==> src/rtl/fetch_ctrl_pkg.sv <==
// Shared definitions for the fetch sequencer: state encoding and default width.
package fetch_ctrl_pkg;

   localparam int XLEN_DEFAULT = 32;

   typedef enum logic [1:0] {
      ST_BOOT    = 2'd0,
      ST_RUN     = 2'd1,
      ST_HALTING = 2'd2,
      ST_HALTED  = 2'd3
   } state_t;

endpackage

==> src/rtl/fetch_ctrl.sv <==
// Fetch sequencer: drives the PC control inputs, owns the instruction-memory
// request handshake and holds one fetched instruction for decode.
//
// Handshakes: a memory transfer completes in any cycle where o_imem_req and
// i_imem_ack are both high ("fire"); decode takes the held instruction in any
// cycle where o_instr_valid and i_dec_ready are both high. Dropping o_imem_req
// without an ack leaves nothing pending.
module fetch_ctrl
   import fetch_ctrl_pkg::*;
#(
   parameter int XLEN        = XLEN_DEFAULT,
   parameter int BOOT_CYCLES = 2
) (
   input  logic            clk,
   input  logic            i_reset,
   input  logic [XLEN-1:0] i_pc,
   output logic            o_pc_jump,
   output logic [XLEN-1:0] o_pc_jump_address,
   output logic            o_pc_stall,
   output logic            o_pc_halt,
   output logic            o_imem_req,
   output logic [XLEN-1:0] o_imem_addr,
   input  logic            i_imem_ack,
   input  logic [XLEN-1:0] i_imem_rdata,
   output logic [XLEN-1:0] o_instr,
   output logic [XLEN-1:0] o_instr_pc,
   output logic            o_instr_valid,
   input  logic            i_dec_ready,
   input  logic            i_redirect,
   input  logic [XLEN-1:0] i_redirect_addr,
   input  logic            i_halt_req,
   output logic            o_halted,
   output logic [31:0]     o_fetch_count
);

   localparam int CW = (BOOT_CYCLES > 1) ? $clog2(BOOT_CYCLES) : 1;

   state_t          state;
   state_t          state_next;
   logic [CW-1:0]   boot_cnt;
   logic            fire;
   logic            consume;
   logic            in_flow;

   // In RUN/HALTING a redirect is honoured; elsewhere it is ignored.
   assign in_flow           = (state == ST_RUN) || (state == ST_HALTING);
   assign o_pc_jump         = i_redirect && in_flow;
   assign o_pc_jump_address = i_redirect_addr;
   // A redirect suppresses the request so a same-cycle ack can never land.
   assign o_imem_req        = (state == ST_RUN) && !i_redirect &&
                              (!o_instr_valid || i_dec_ready);
   assign o_imem_addr       = i_pc;
   assign fire              = o_imem_req && i_imem_ack;
   assign consume           = o_instr_valid && i_dec_ready;
   // The PC only moves on an accepted fetch or a redirect.
   assign o_pc_stall        = !(fire || o_pc_jump);
   assign o_pc_halt         = (state == ST_HALTED);
   assign o_halted          = (state == ST_HALTED);

   // State register and boot down-counter.
   always_ff @(posedge clk) begin
      if (i_reset) begin
         state    <= ST_BOOT;
         boot_cnt <= CW'(BOOT_CYCLES - 1);
      end else begin
         state <= state_next;
         if (state == ST_BOOT && boot_cnt != '0) begin
            boot_cnt <= boot_cnt - CW'(1);
         end
      end
   end

   // Next-state selection; redirect outranks halt on a simultaneous event.
   always_comb begin
      state_next = state;
      case (state)
         ST_BOOT: begin
            if (boot_cnt == '0) state_next = ST_RUN;
         end
         ST_RUN: begin
            if (!i_redirect && i_halt_req) state_next = ST_HALTING;
         end
         ST_HALTING: begin
            if (i_redirect) begin
               state_next = ST_RUN;
            end else if (!o_instr_valid || consume) begin
               state_next = ST_HALTED;
            end
         end
         ST_HALTED: begin
            state_next = ST_HALTED;
         end
         default: state_next = ST_BOOT;
      endcase
   end

   // Instruction holding register and accepted-fetch counter.
   always_ff @(posedge clk) begin
      if (i_reset) begin
         o_instr       <= '0;
         o_instr_pc    <= '0;
         o_instr_valid <= 1'b0;
         o_fetch_count <= 32'd0;
      end else if (o_pc_jump) begin
         o_instr_valid <= 1'b0;
      end else if (fire) begin
         o_instr       <= i_imem_rdata;
         o_instr_pc    <= i_pc;
         o_instr_valid <= 1'b1;
         o_fetch_count <= o_fetch_count + 32'd1;
      end else if (consume) begin
         o_instr_valid <= 1'b0;
      end
   end

endmodule
==> config.mk <==
export PLATFORM = sky130hd
export DESIGN_NAME = fetch_ctrl
export DESIGN_NICKNAME = d
export VERILOG_FILES = /design/src/rtl/fetch_ctrl_pkg.sv /design/src/rtl/fetch_ctrl.sv
export SDC_FILE = /design/constraint.sdc
export NUM_CORES = 1
export LEC_CHECK = 0
export ABC_AREA = 1
export BUFFER_PORTS_ARGS = -buffer_cell sky130_fd_sc_hd__buf_2
export CAP_MARGIN = 10
export CORE_MARGIN = 2
export CORE_UTILIZATION = 45
export DETAILED_ROUTE_END_ITERATION = 10
export PLACE_DENSITY = 0.81
export SYNTH_ARGS = -nofsm -noshare
export SYNTH_HDL_FRONTEND = slang
export SYNTH_SLANG_ARGS = --single-unit
==> constraint.sdc <==
create_clock -name clk -period 2.3 [get_ports clk]
set_input_delay 0.46 -clock clk [delete_from_list [all_inputs] [get_ports clk]]
set_output_delay 0.46 -clock clk [all_outputs]
set_load 0.005 [all_outputs]
Word-level counts from Yosys, hierarchy flattened
Cells that the tools add are included.
{"block": "totals", "latch_bits": 0, "romBits": 0, "elab_cells": 41, "out_inout_bits": 166, "reg_bits": 100, "input_bits": 102, "mem_count": 0, "mem_bits_rw": 0}
{"block": "op_classes", "shift": 0, "bitwise": 1, "n_div": 0, "addsub": 2, "n_mux": 7, "n_mul": 0, "magnitude_cmp": 0, "n_eq_ne": 6, "n_reduce_logical": 19}
{"operator": "adder 32 x 1 -> 32 bit (second input constant)", "count": 1}
{"operator": "2-to-1 mux 2 bit", "count": 4}
{"operator": "case mux 2 bit (4 select lines)", "count": 1}
{"operator": "logical AND 1 bit", "count": 7}
{"operator": "== test 2 bit (second input constant)", "count": 2}
{"operator": "logical OR 1 bit", "count": 4}
{"operator": "zero test 1 bit", "count": 3}
{"operator": "!= test 3 x 2 -> 1 bit (second input constant)", "count": 1}
{"operator": "AND reduction 3 bit", "count": 1}
{"operator": "== test 2 x 1 -> 1 bit (second input constant)", "count": 1}
{"operator": "zero test 2 bit", "count": 1}
{"operator": "2-to-1 mux 1 bit", "count": 2}
{"operator": "!= test 2 x 1 -> 1 bit (second input constant)", "count": 1}
{"operator": "!= test 2 bit (second input constant)", "count": 1}
{"operator": "AND reduction 2 bit", "count": 1}
{"operator": "nonzero test 2 bit", "count": 1}
{"operator": "OR reduction 2 bit", "count": 1}
{"operator": "inverter 1 bit", "count": 1}
{"operator": "subtractor 1 bit (second input constant)", "count": 1}

Logic depth before layout (Yosys ltp)
Gate-level depths: netlist of the first run.
{"block": "depth", "word_depth": 6, "depth_mapped": 11}

Least setup slack after synthesis of the first run
No wires, ideal clock.
{"block": "synth_path", "kind": "register to output", "startpoint": "reg state[1]", "endpoint": "out o_pc_stall", "slack_ps": 536, "arrival_ps": 1304, "stages_incl_launch_ff": 10, "cell_sequence": "dfxtp_1 -> inv_1 -> ha_1 -> inv_1 -> nor2_4 -> nand3_4 -> buf_6 -> buf_2 -> nand2_1 -> inv_1"}
{"block": "synth_via", "elab_chain_cells": 6, "elab_cells_between_ends": 9, "cone_classes": "eq/ne (2); reduce/logical (7)"}
{"element": "start, declared", "line_no": "fetch_ctrl.sv:38", "text": "state_t state;"}
{"element": "start signal, assigned", "line_no": "fetch_ctrl.sv:66", "text": "state <= state_next;"}
{"element": "== test 2 x 1 -> 1 bit", "line_no": "fetch_ctrl.sv:46, fetch_ctrl.sv:50"}
{"element": "logical AND 1 bit (2 in a row)", "line_no": "fetch_ctrl.sv:50", "text": "assign o_imem_req = (state == ST_RUN) && !i_redirect &&"}
{"element": "logical AND 1 bit", "line_no": "fetch_ctrl.sv:53", "text": "assign fire = o_imem_req && i_imem_ack;"}
{"element": "logical OR 1 bit (*)", "line_no": "fetch_ctrl.sv:56", "text": "assign o_pc_stall = !(fire || o_pc_jump);"}
{"element": "zero test 1 bit (*)", "line_no": "fetch_ctrl.sv:56"}
{"element": "end, declared", "line_no": "fetch_ctrl.sv:19", "text": "output logic o_pc_stall,"}
Every way passes the cells marked *; elsewhere a longest branch is shown, timed or not.

Final worst setup path of the first run
Ends and elaborated chain as after synthesis.

==> results summary, run 1 <==
The worst setup path is captured at an output pin. The kind of start point of the critical path is a flip-flop. The pin count of the biggest net entering global routing came out at 72.

The number of synthesis warnings is 0. The half-perimeter wire length after placement is 8.83 mm. Counting flops and latches in the post-synthesis netlist gives 100. The worst-case vdd ir drop is 322 uV.

The mean routed wirelength per cell came out at 12.6 microns. The cell row count came out at 37. Power spread over the standard cell area amounts to 652 nW/um^2. The post-synthesis area per instance came out at 7.05 sq um.

The count of antenna diodes in the layout came out at 0. Headroom to the max-slew limit came out at 0.680. After detailed routing, the total wire length is 12.0 mm.

The clock latency on the worst-skew pair came out at 0.37 ns. Summing all placed instances gives a cell area of 5410 sq um. The data required time of the critical path came out at 1.84 ns.

The number of clock sinks came out at 100. The synthesized instance count is 679. In the finished design, the share of the clock period the worst path needs comes to 0.928. The peak clock frequency supported by timing came out at 469 MHz. For this run, the post-layout net count is 914.

The maximum clock skew at final layout is 0.0140 ns. Gates resized during post-CTS repair numbered 0. The cell at the root of the clock tree is sky130_fd_sc_hd__clkbuf_8. The library cells used most frequently in the layout, excluding fill and tap cells, are sky130_fd_sc_hd__nand2_1 (217), sky130_fd_sc_hd__buf_2 (203), sky130_fd_sc_hd__dfxtp_1 (100). The remaining number of nets flagged by the antenna check after routing came out at 0.

The summed instance area of the synthesized netlist came out at 4790 sq um. The overall fraction of global-route tracks in use came out at 0.200. The post-route DRC violation count came out at 0. Setup repair after global routing left no endpoint under its margin. For the worst setup path, the data arrival time is 1.67 ns.

Buffers inserted during clock tree synthesis total 9. The sum of negative setup slack is 0 ns. The first global-routing pass estimated 18.4 mm of wire. The count of max-cap constraint violations is 0. The count of endpoints failing setup in the final report is 0. The first-pass iteration count of the detailed router came out at 5. The via count of the first global-routing pass is 3909.

The critical path in this run is classified as reg -> out. The total of buffers placed on input and output ports came out at 203. The fraction of the yosys area taken by sequential cells came out at 0.418. From synthesis to final layout, the design area changed by 17.0%. The clock passes through at most 2 buffers. The transition at the pin with the smallest max-transition slack is 0.478 ns.

The number of hold buffers added after CTS was 0. In this run the number of H-tree levels came out at 3. The number of pins exceeding their max-slew limit in the final report came to 0. The violation count after the first detailed-route iteration is 256. The initial antenna violation count is 0. The post-CTS setup buffer count is 0. The most common library cell in the layout ignoring fill and taps is sky130_fd_sc_hd__nand2_1. The post-layout minimum cycle time came out at 2.13 ns.

Clock-pin slew was measured on the worst setup and hold paths at 0.11 ns. The count of final hold-check violations is 0. The floorplan step defined a die boundary enclosing 11500 sq um.

The initial standard-cell utilization of the core came out at 0.464. The worst-path maximum fanout came out at 15. The average vias per placed instance is 4.78. The synthesized net count is 786. The detailed router placed 4529 vias in this run. TritonCTS built the clock tree. The vertical die dimension came out at 107 microns. The reported leakage power is 2.52 nW. The congestion estimate from routability-driven global placement came to 0.864. The proportion of layout cells with a drive suffix above 1 is 0.296. The floorplan step set the die width to 107 microns.

In this run the count of I/O pins placed on the die edge is 268. The total non-filler cell area in the finished layout came out at 5600 sq um. The synthesized netlist contains 27 unique library cells. The sum of overflow across all layers after global routing came out at 0. The flow ran to the end, and the final reports show no timing, DRC or antenna violations. After floorplanning, the core was sized to cover 10300 sq um. In this run the worst hold path is classified as in -> reg.
cell usage after synthesis, drive strengths merged:
master | number | area [sq um]
a211oi | 1 | 7.51
a21oi | 82 | 410
and2 | 1 | 6.26
buf | 82 | 592
clkbuf | 10 | 37.5
dfxtp | 100 | 2000
ha | 5 | 62.6
inv | 53 | 201
nand2 | 218 | 821
nand3 | 22 | 128
nand3b | 1 | 7.51
nand4 | 11 | 68.8
nor2 | 73 | 322
nor3 | 6 | 40.0
nor3b | 1 | 7.51
o21ai | 10 | 50.1
o21bai | 2 | 15.0
xnor2 | 1 | 8.76
cells by family (layout without fill, tap and decap cells):
group | after synthesis | after routing | synth area share
compound gates | 95 | 95 | 0.101
xor+xnor | 1 | 1 | 0.00183
fa+ha+maj | 5 | 5 | 0.0131
buf+inv | 145 | 278 | 0.174
flops | 100 | 100 | 0.418
simple gates | 333 | 333 | 0.292
worst max-delay path, stage by stage, from the launching register on:
cell	delay (ns)
sky130_fd_sc_hd__dfxtp_1	0.35
sky130_fd_sc_hd__inv_1	0.10
sky130_fd_sc_hd__ha_1	0.14
sky130_fd_sc_hd__inv_1	0.07
sky130_fd_sc_hd__nor2_4	0.12
sky130_fd_sc_hd__nand3_4	0.24
sky130_fd_sc_hd__nand2_1	0.13
sky130_fd_sc_hd__inv_1	0.04
sky130_fd_sc_hd__buf_2	0.11
area by class of cell:
class	count	area, sq um
Clock buffer	9	124
Clock inverter	7	62.6
Fill cell	1060	4720
Inverter	53	201
Multi-Input combinational cell	434	1950
Sequential cell	100	2000
Tap cell	136	170
Timing Repair Buffer	209	1090
power by group:
part           total [mW]  leakage (nW)  internal [mW]  switching [mW]
registers            1.91         0.808           1.84          0.0626
logic               0.666          1.62          0.276           0.390
clock network        1.08        0.0931          0.419           0.661
flip-flops by register name, indices dropped and copies added, names as in the netlist:
| signal | cells |
|---|---|
| o_fetch_count | 32 |
| o_instr_valid | 1 |
| o_instr_pc | 32 |
| o_instr | 32 |
| boot_cnt | 1 |
| state | 2 |
final timing paths:
| check | from | endpoint | slack (ns) | depth (start not counted) |
|---|---|---|---|---|
| hold reg to reg | boot_cnt | boot_cnt | 0.46 | 2 |
| setup reg to reg | state[1] | o_fetch_count[14] | 0.37 | 9 |
| setup / recovery | state[1] | o_pc_stall | 0.17 | 8 |
| hold / removal | i_imem_rdata[27] | o_instr[27] | 0.33 | 3 |
metal layers:
| metal | global-route usage | routed length [microns] |
|---|---|---|
| met1 | 0.246 | 5060 |
| met2 | 0.334 | 5780 |
| met3 | 0.0480 | 886 |
| met4 | 0.0826 | 247 |
| met5 | 0 | 0 |
stage by stage:
stage / total power, mW / cells / setup WS [ns] / utilization / hold WS, ns
6_report: 3.65 / 948 / 0.166 / 0.542 / 0.326
3_5_place_dp: 2.62 / 932 / 0.381 / 0.524 / 0.447
3_3_place_gp: 2.61 / 932 / 0.474 / 0.524 / 0.431
5_1_grt: 3.87 / 948 / 0.0330 / 0.542 / 0.307
2_1_floorplan: 2.41 / 679 / 0.536 / - / 0.419
4_1_cts: 3.70 / 948 / 0.140 / 0.542 / 0.310
Note: power is estimated with default switching activity, not from simulation.
==> inputs of run 2 (changes only) <==
ABC_AREA = unset   (was 1)
CORE_UTILIZATION = 44   (was 45)
==> results summary, run 2 <==
The run finished with clean final reports. The number of clock sinks came out at 100. The count of final hold-check violations is 0. The share of synthesized registers carrying an async set or reset came out at 0. The net count of the finished layout is 798. The synthesized design spends more area on one cell type than any other, namely sky130_fd_sc_hd__dfxtp_1. The fraction of power spent switching nets came out at 0.290. The setup path with the least slack is of type reg -> out.

The total routed wirelength came out at 11.7 mm. The tightest min-delay check is of the in -> reg type. The clock tree buffer depth came out at 2. In the routed design, unresolved DRC markers number 0.

After synthesis, the netlist uses 36 different library cells. On the critical path the largest part of the delay comes from simple AND/OR/NAND/NOR gates. The synthesized flop and latch total is 100. Along the worst hold path, the cell count comes to 3. The core occupancy in the finished layout came out at 0.533. The fraction of the cycle the final worst path needs is 0.953. Traced cell by cell, the critical path runs through inv_1 > ha_1 > nor2b_2 > and3_2 > nor2_1 > buf_2. The path length in cells of the critical path is 6. The initial antenna violation count was 1. The share of the synthesized area in the top cell type is 0.442. The HPWL after detailed placement is 8.64 mm. The total area of multi-input combinational cells is 1890 sq um.

The first-pass iteration count of the detailed router is 4. In this run, placement finished with an instance count of 816. The combinational share of power came out at 0.190.

The area added between synthesis and finish came out at 19.3%. The clock share of power came out at 0.301. The critical path's largest stage delay came out at 0.39 ns. The most frequently used cell type in the post-synthesis netlist is sky130_fd_sc_hd__nand2_1. The remaining number of nets flagged by the antenna check after routing is 0.

The path depth of the worst reg2reg path came out at 7. By area the synthesized netlist is led by sky130_fd_sc_hd__dfxtp_1 (44%), sky130_fd_sc_hd__nand2_1 (12%), sky130_fd_sc_hd__buf_4 (11%). Setup repair after global routing left no endpoint under its margin.

The number of levels in the clock H-tree is 3. The summed instance area of the synthesized netlist came out at 4530 sq um. TritonCTS built the clock tree. The worst setup margin came out at 0.108 ns. The highest-delay cell along the critical path is sky130_fd_sc_hd__dfxtp_1. The number of non-filler instances in the completed layout came out at 833.

In the layout the commonest cells are sky130_fd_sc_hd__buf_2 (202), sky130_fd_sc_hd__nand2_1 (140), sky130_fd_sc_hd__dfxtp_1 (100). The floorplan has 37 rows. The fraction of the yosys area taken by sequential cells came out at 0.442. The core region is 10100 sq um.

The total of buffers placed on input and output ports is 203. The count of endpoints failing setup in the final report came out at 0. The power share of the sequential group came out at 0.509. The top flip-flop cell by instance count after synthesis is sky130_fd_sc_hd__dfxtp_1. Summing over every cut layer, the via total after detailed routing is 4290. The setup slack at placement came out at 0.189 ns. The switching component of the power came out at 1.09 mW.

The cts-stage hold buffer count came out at 0. The transition at the pin with the smallest max-transition slack is 0.628 ns. IR analysis of the VDD net gives a maximum drop of 427 uV. Dividing total power by cell area gives a power density of 696 nW/um^2. The data required time of the critical path came out at 1.84 ns. Together, buffers and inverters on the worst path number 2. The reported leakage power came out at 2.38 nW. The smallest clock period supported by the final layout is computed as 2.19 ns.

The global-route wire length before repair is 18.2 mm. Across the run, the number of max-cap violations was 0. The cell at the root of the clock tree is sky130_fd_sc_hd__clkbuf_8.

The area of all sequential standard cells came out at 2000 sq um. The placed cell area is 5200 sq um. The worst-path maximum fanout is 4. The routability-driven placement congestion ratio came out at 0.856. The mean routed wirelength per cell is 14.1 microns. Summed over all layers, the global routing overflow is 0.

Clock-pin slew was measured on the worst setup and hold paths at 0.10 ns. The number of enable flip-flop cells after synthesis came out at 0. The number of buffers inserted during clock tree synthesis came out at 9. The maximum clock skew at final layout came out at 0.0107 ns.

The vertical die dimension is 105 microns. The proportion of layout cells with a drive suffix above 1 is 0.348. The synthesized instance count is 565. STA classifies the critical path endpoint as an output pin.

The peak clock frequency supported by timing is 456 MHz. The internal power component came out at 2.67 mW. The power after layout came out at 3.76 mW. The top-level port count is 268. The initial standard-cell utilization of the core came out at 0.447. With fillers left out, the area of the finished cells amounts to 5400 sq um. The data arrival time of the worst path is 1.73 ns. The worst setup path is launched from a flip-flop. The number of pins exceeding their max-slew limit in the final report is 0. Leaving out fill and tap cells, the most frequent cell in the layout is sky130_fd_sc_hd__buf_2. The violation count after the first detailed-route iteration is 228. The die is 105 microns wide.

The worst hold slack came out at 0.311 ns. Synthesis produced a netlist with a net count of 672. The relative max-transition margin came out at 0.580.

The clock latency on the worst-skew pair is 0.37 ns. For this run, the number of Yosys warnings is 0. A synthesized cell averages 8.02 sq um. The sum of negative setup slack came out at 0 ns. Sorting the synthesized cells by how often they occur yields sky130_fd_sc_hd__nand2_1 (140), sky130_fd_sc_hd__dfxtp_1 (100), sky130_fd_sc_hd__a21oi_1 (83). The pin count of the biggest net entering global routing came out at 66. The die covers 11100 sq um. In the routed layout, each cell is associated on average with a via count of 5.15. The largest registers in the layout are o_fetch_count (32), o_instr (32), o_instr_pc (32). The number of fill cells in the layout came out at 966.

The via count of the first global-routing pass is 4016. For this run, the total global-route usage over all layers was measured as 0.203.
-- run 2: cell count changes in the layout (fill, tap and decap cells not counted), moves of 6 or more --
cell | previous run | this run
sky130_fd_sc_hd__buf_4 | 4 | 12
sky130_fd_sc_hd__inv_1 | 52 | 6
sky130_fd_sc_hd__mux2_2 | 0 | 7
sky130_fd_sc_hd__nand2_1 | 217 | 140
sky130_fd_sc_hd__nand3_1 | 20 | 8
sky130_fd_sc_hd__nor2_1 | 64 | 18
sky130_fd_sc_hd__nor2b_1 | 0 | 11
sky130_fd_sc_hd__nor4_1 | 0 | 8
sky130_fd_sc_hd__o31ai_1 | 0 | 12
sky130_fd_sc_hd__or3_1 | 0 | 6
sky130_fd_sc_hd__or4_1 | 0 | 12
-- run 2: repair_timing --
action                                  in CTS  in global routing
setup buffers                                0                  0
endpoints found under the setup margin       0                  2
resized for setup                            0                  1
-- run 2: power groups by stage --
stage	registers [mW]	clock network (mW)	logic, mW
floorplan	1.95	0	0.472
global placement	1.94	0	0.686
detailed placement	1.95	0	0.716
CTS	1.91	1.17	0.717
global route	1.93	1.23	0.795
finish	1.91	1.13	0.714
-- run 2: logic make-up (layout without fill, tap and decap cells) --
logic type      after synthesis  count (layout)  share of synthesized area
other cells                   0               1                          0
buf+inv                     106             237                      0.143
flops                       100             100                      0.442
mux                           8               8                     0.0199
xor+xnor                      6               6                     0.0116
simple gates                235             235                      0.244
compound gates              105             105                      0.126
fa+ha+maj                     5               5                     0.0138
-- run 2: worst register-to-register path, delay by kind of cell, from the launching register on --
kind	cells	cell delay [ns]
and+or+nand+nor	3	0.67
muxes	1	0.39
DFF	1	0.35
buffers and inverters	2	0.33
adders and majority gates	1	0.21
-- run 2: routing by layer --
metal,part of all wire,up-vias,track usage
met5,0.0014,-,0
li1,-,2098,-
met1,0.39,1987,0.229
met4,0.026,2,0.102
met3,0.091,19,0.0668
met2,0.49,184,0.342
-- run 2: area by class of cell --
| class | count | share of cell area |
|---|---|---|
| sequential | 100 | 0.371 |
| multi-input combinational | 359 | 0.350 |
| timing repair buffer | 215 | 0.208 |
| tap | 136 | 0.0315 |
| clock buffer | 11 | 0.0243 |
| clock inverter | 5 | 0.0116 |
| inverter | 6 | 0.00417 |
| antenna | 1 | 0.000463 |
-- run 2: final timing paths --
check	startpoint	end	slack (ns)
worst max-delay path	state[1]	o_pc_stall	0.11
worst min-delay path	i_imem_rdata[22]	o_instr[22]	0.31
worst max register to register	state[1]	o_fetch_count[26]	0.26
worst min register to register	o_instr[7]	o_instr[7]	0.46
==> inputs of run 3 (changes only) <==
CORE_UTILIZATION = 45   (was 44)
CTS_BUF_LIST = sky130_fd_sc_hd__clkbuf_4   (was unset)
PLACE_DENSITY = 0.82   (was 0.81)
==> results summary, run 3 (same netlist as run 2, synthesis figures left out) <==
The flow ran to the end, and the final reports show no timing, DRC or antenna violations. The remaining number of nets flagged by the antenna check after routing came out at 0. STA classifies the critical path startpoint as a flip-flop. Dividing the final minimum period by the clock period gives 0.970. The cell sitting at the root of the clock tree is a sky130_fd_sc_hd__clkbuf_4. The floorplan step defined a core boundary enclosing 9770 sq um. The largest registers in the layout are o_fetch_count (32), o_instr (32), o_instr_pc (32).

Setup slack on the critical path of the routed design comes to 0.0693 ns. The top-level port count came out at 268. The met1 usage came out at 0.235. Across the VDD grid, the largest voltage drop is 366 uV. The half-perimeter wire length after placement came out at 8.51 mm. The initial antenna violation count came to 2. The cell row count is 36. Of all nets on the critical path, the largest fanout is 5. The number of pins exceeding their max-slew limit in the final report is 0. The busiest layer in global routing is met2. Measured along the x axis, the die boundary spans 104 microns.

Entering global routing, the biggest net connects 56 pins. After layout, the minimum clock period comes to 2.23 ns. The count of max-cap constraint violations is 0. The average vias per placed instance is 5.17. TritonCTS built the clock tree. The power density over the cells came out at 672 nW/um^2. The count of endpoints failing setup in the final report came out at 0. The final layout contains 801 nets. The total routed wirelength came out at 11.8 mm. Routability-driven placement finished with a final weighted congestion of 0.806.

The die covers 10900 sq um. The critical path is of the reg -> out type. Of the total power, the share spent switching nets is 0.299.

The power share of the sequential group is 0.528. For this run, the total global-route usage over all layers was measured as 0.206. For this design the total switching power over the nets is 1.09 mW.

The worst setup path is captured at an output pin. The transition at the pin with the smallest max-transition slack is 0.558 ns. The via count of the first global-routing pass is 3857. For this design, the sink count on the clock tree is 100. The top cell types in the final layout, fill and taps aside, are sky130_fd_sc_hd__buf_2 (202), sky130_fd_sc_hd__nand2_1 (140), sky130_fd_sc_hd__dfxtp_1 (99).

The buffer and inverter count on the worst path came out at 3. The violation count after the first detailed-route iteration came out at 222. The clock-pin slew reported for the worst setup and hold paths after clock tree synthesis came out at 0.15 ns.

For the worst setup path, the data required time is 1.84 ns. The worst hold path begins at i_imem_rdata[0]. The reported leakage power is 2.39 nW.

Clock latency on the worst-skew pair, taken at its later pin, is 0.45 ns. Leaving out fill and tap cells, the most frequent cell in the layout is sky130_fd_sc_hd__buf_2. The first-pass iteration count of the detailed router came out at 5. The initial utilization of the core area, before any placement, comes to 0.463. Among cell families on the critical path, the largest total delay comes from simple AND/OR/NAND/NOR gates. After detailed routing, the average wire length per cell comes to 14.2 microns. The total of buffers placed on input and output ports came out at 203. The vertical die dimension is 104 microns.

The count of final hold-check violations came out at 0. The minimum setup slack among reg-to-reg paths is 0.27 ns. Detailed routing inserted a total of 4310 vias. The startpoint of the most critical setup path is state[1]. For this run, the top clock speed supported by timing is 448 MHz.

The global-route wire length before repair came out at 18.4 mm. The proportion of layout cells with a drive suffix above 1 came out at 0.355. For this run the aggregate overflow at the end of global routing stands at 0.

TritonCTS created 9 clock buffers. The data arrival time of the worst path is 1.77 ns. The internal power component came out at 2.54 mW. The highest-delay cell along the critical path is sky130_fd_sc_hd__dfxtp_2. The relative max-transition margin came out at 0.628. The met3 layer usage reported by global route is 0.0551. The number of levels in the clock H-tree came out at 3. The maximum clock skew at final layout came out at 0.0168 ns.

The setup slack at placement is 0.185 ns. For this run, design rule violations remaining after detail routing come to 0. The worst hold path belongs to the class in -> reg. The sum of negative setup slack is 0 ns.

The share of total power dissipated in combinational logic is 0.213. The area added between synthesis and finish came out at 19.3%. Counting along the longest clock path gives a buffer depth of 2.

In this design, the stage delay of the slowest critical-path cell is 0.34 ns. The number of fill cells in the layout came out at 930. The startpoint of the lowest-slack register-to-register path is o_fetch_count[9]. The met2 track demand over resource is 0.349. The clock share of power is 0.259. The critical path goes through inv_1 > ha_4 > nor2b_4 > buf_4 > and3_4 > nor2_1 > buf_2.
run 3: changes by cell type in the layout (fill, tap and decap cells not counted), sizes merged:
cell,before,now
inv,6,7
clkinv,2,3
buf,215,218
clkinvlp,2,1
clkbuf,11,10
diode,1,2
run 3: path summary, 6_finish.rpt:
check | endpoint | cells after the start
worst max register to register | o_fetch_count[31] | 4
worst min register to register | o_instr[13] | 2
worst max-delay path | o_pc_stall | 7
worst min-delay path | o_instr[0] | 3
run 3: stage by stage:
step	hold slack, ns	std cells	util	cell area [sq um]	power, mW
detailed placement	0.445	814	0.534	5220	2.67
global placement	0.439	814	0.534	5220	2.64
floorplan	0.448	565	-	4530	2.43
CTS	0.190	832	0.551	5390	3.63
global route	0.179	833	0.552	5400	3.83
finish	0.227	834	0.553	5400	3.63
run 3: layout make-up:
class                      count  area, sq um  area share
clock inverter                 6         63.8      0.0118
tap                          133          166      0.0308
clock buffer                  10         75.1      0.0139
timing repair buffer         218         1160       0.214
sequential                   100         2000       0.371
inverter                       6         22.5     0.00417
antenna                        2         5.00    0.000926
multi-input combinational    359         1910       0.354
run 3: timing repair:
action | CTS | global route
setup endpoints to repair | 2 | 1
resized for setup | 4 | 2
hold buffers | 0 | 0
endpoints found under the hold margin | 0 | 0
buffers inserted | 2 | 0
run 3: power by group through the flow:
stage	logic [mW]	clock network [mW]	registers (mW)
after global placement	0.691	0	1.94
after global routing	0.858	1.04	1.93
after detailed placement	0.717	0	1.95
after CTS	0.750	0.968	1.91
after floorplan	0.472	0	1.95
final	0.772	0.939	1.92
run 3: per-layer routing:
layer	vias to the layer above	part of all wire
met2	192	0.49
met1	1969	0.40
met5	-	0
met4	0	0.029
li1	2114	-
met3	35	0.079
run 3: worst min-delay path, stage by stage:
cell and delay [ns]:
sky130_fd_sc_hd__buf_2 0.10, sky130_fd_sc_hd__nand2_1 0.04, sky130_fd_sc_hd__a21oi_1 0.05
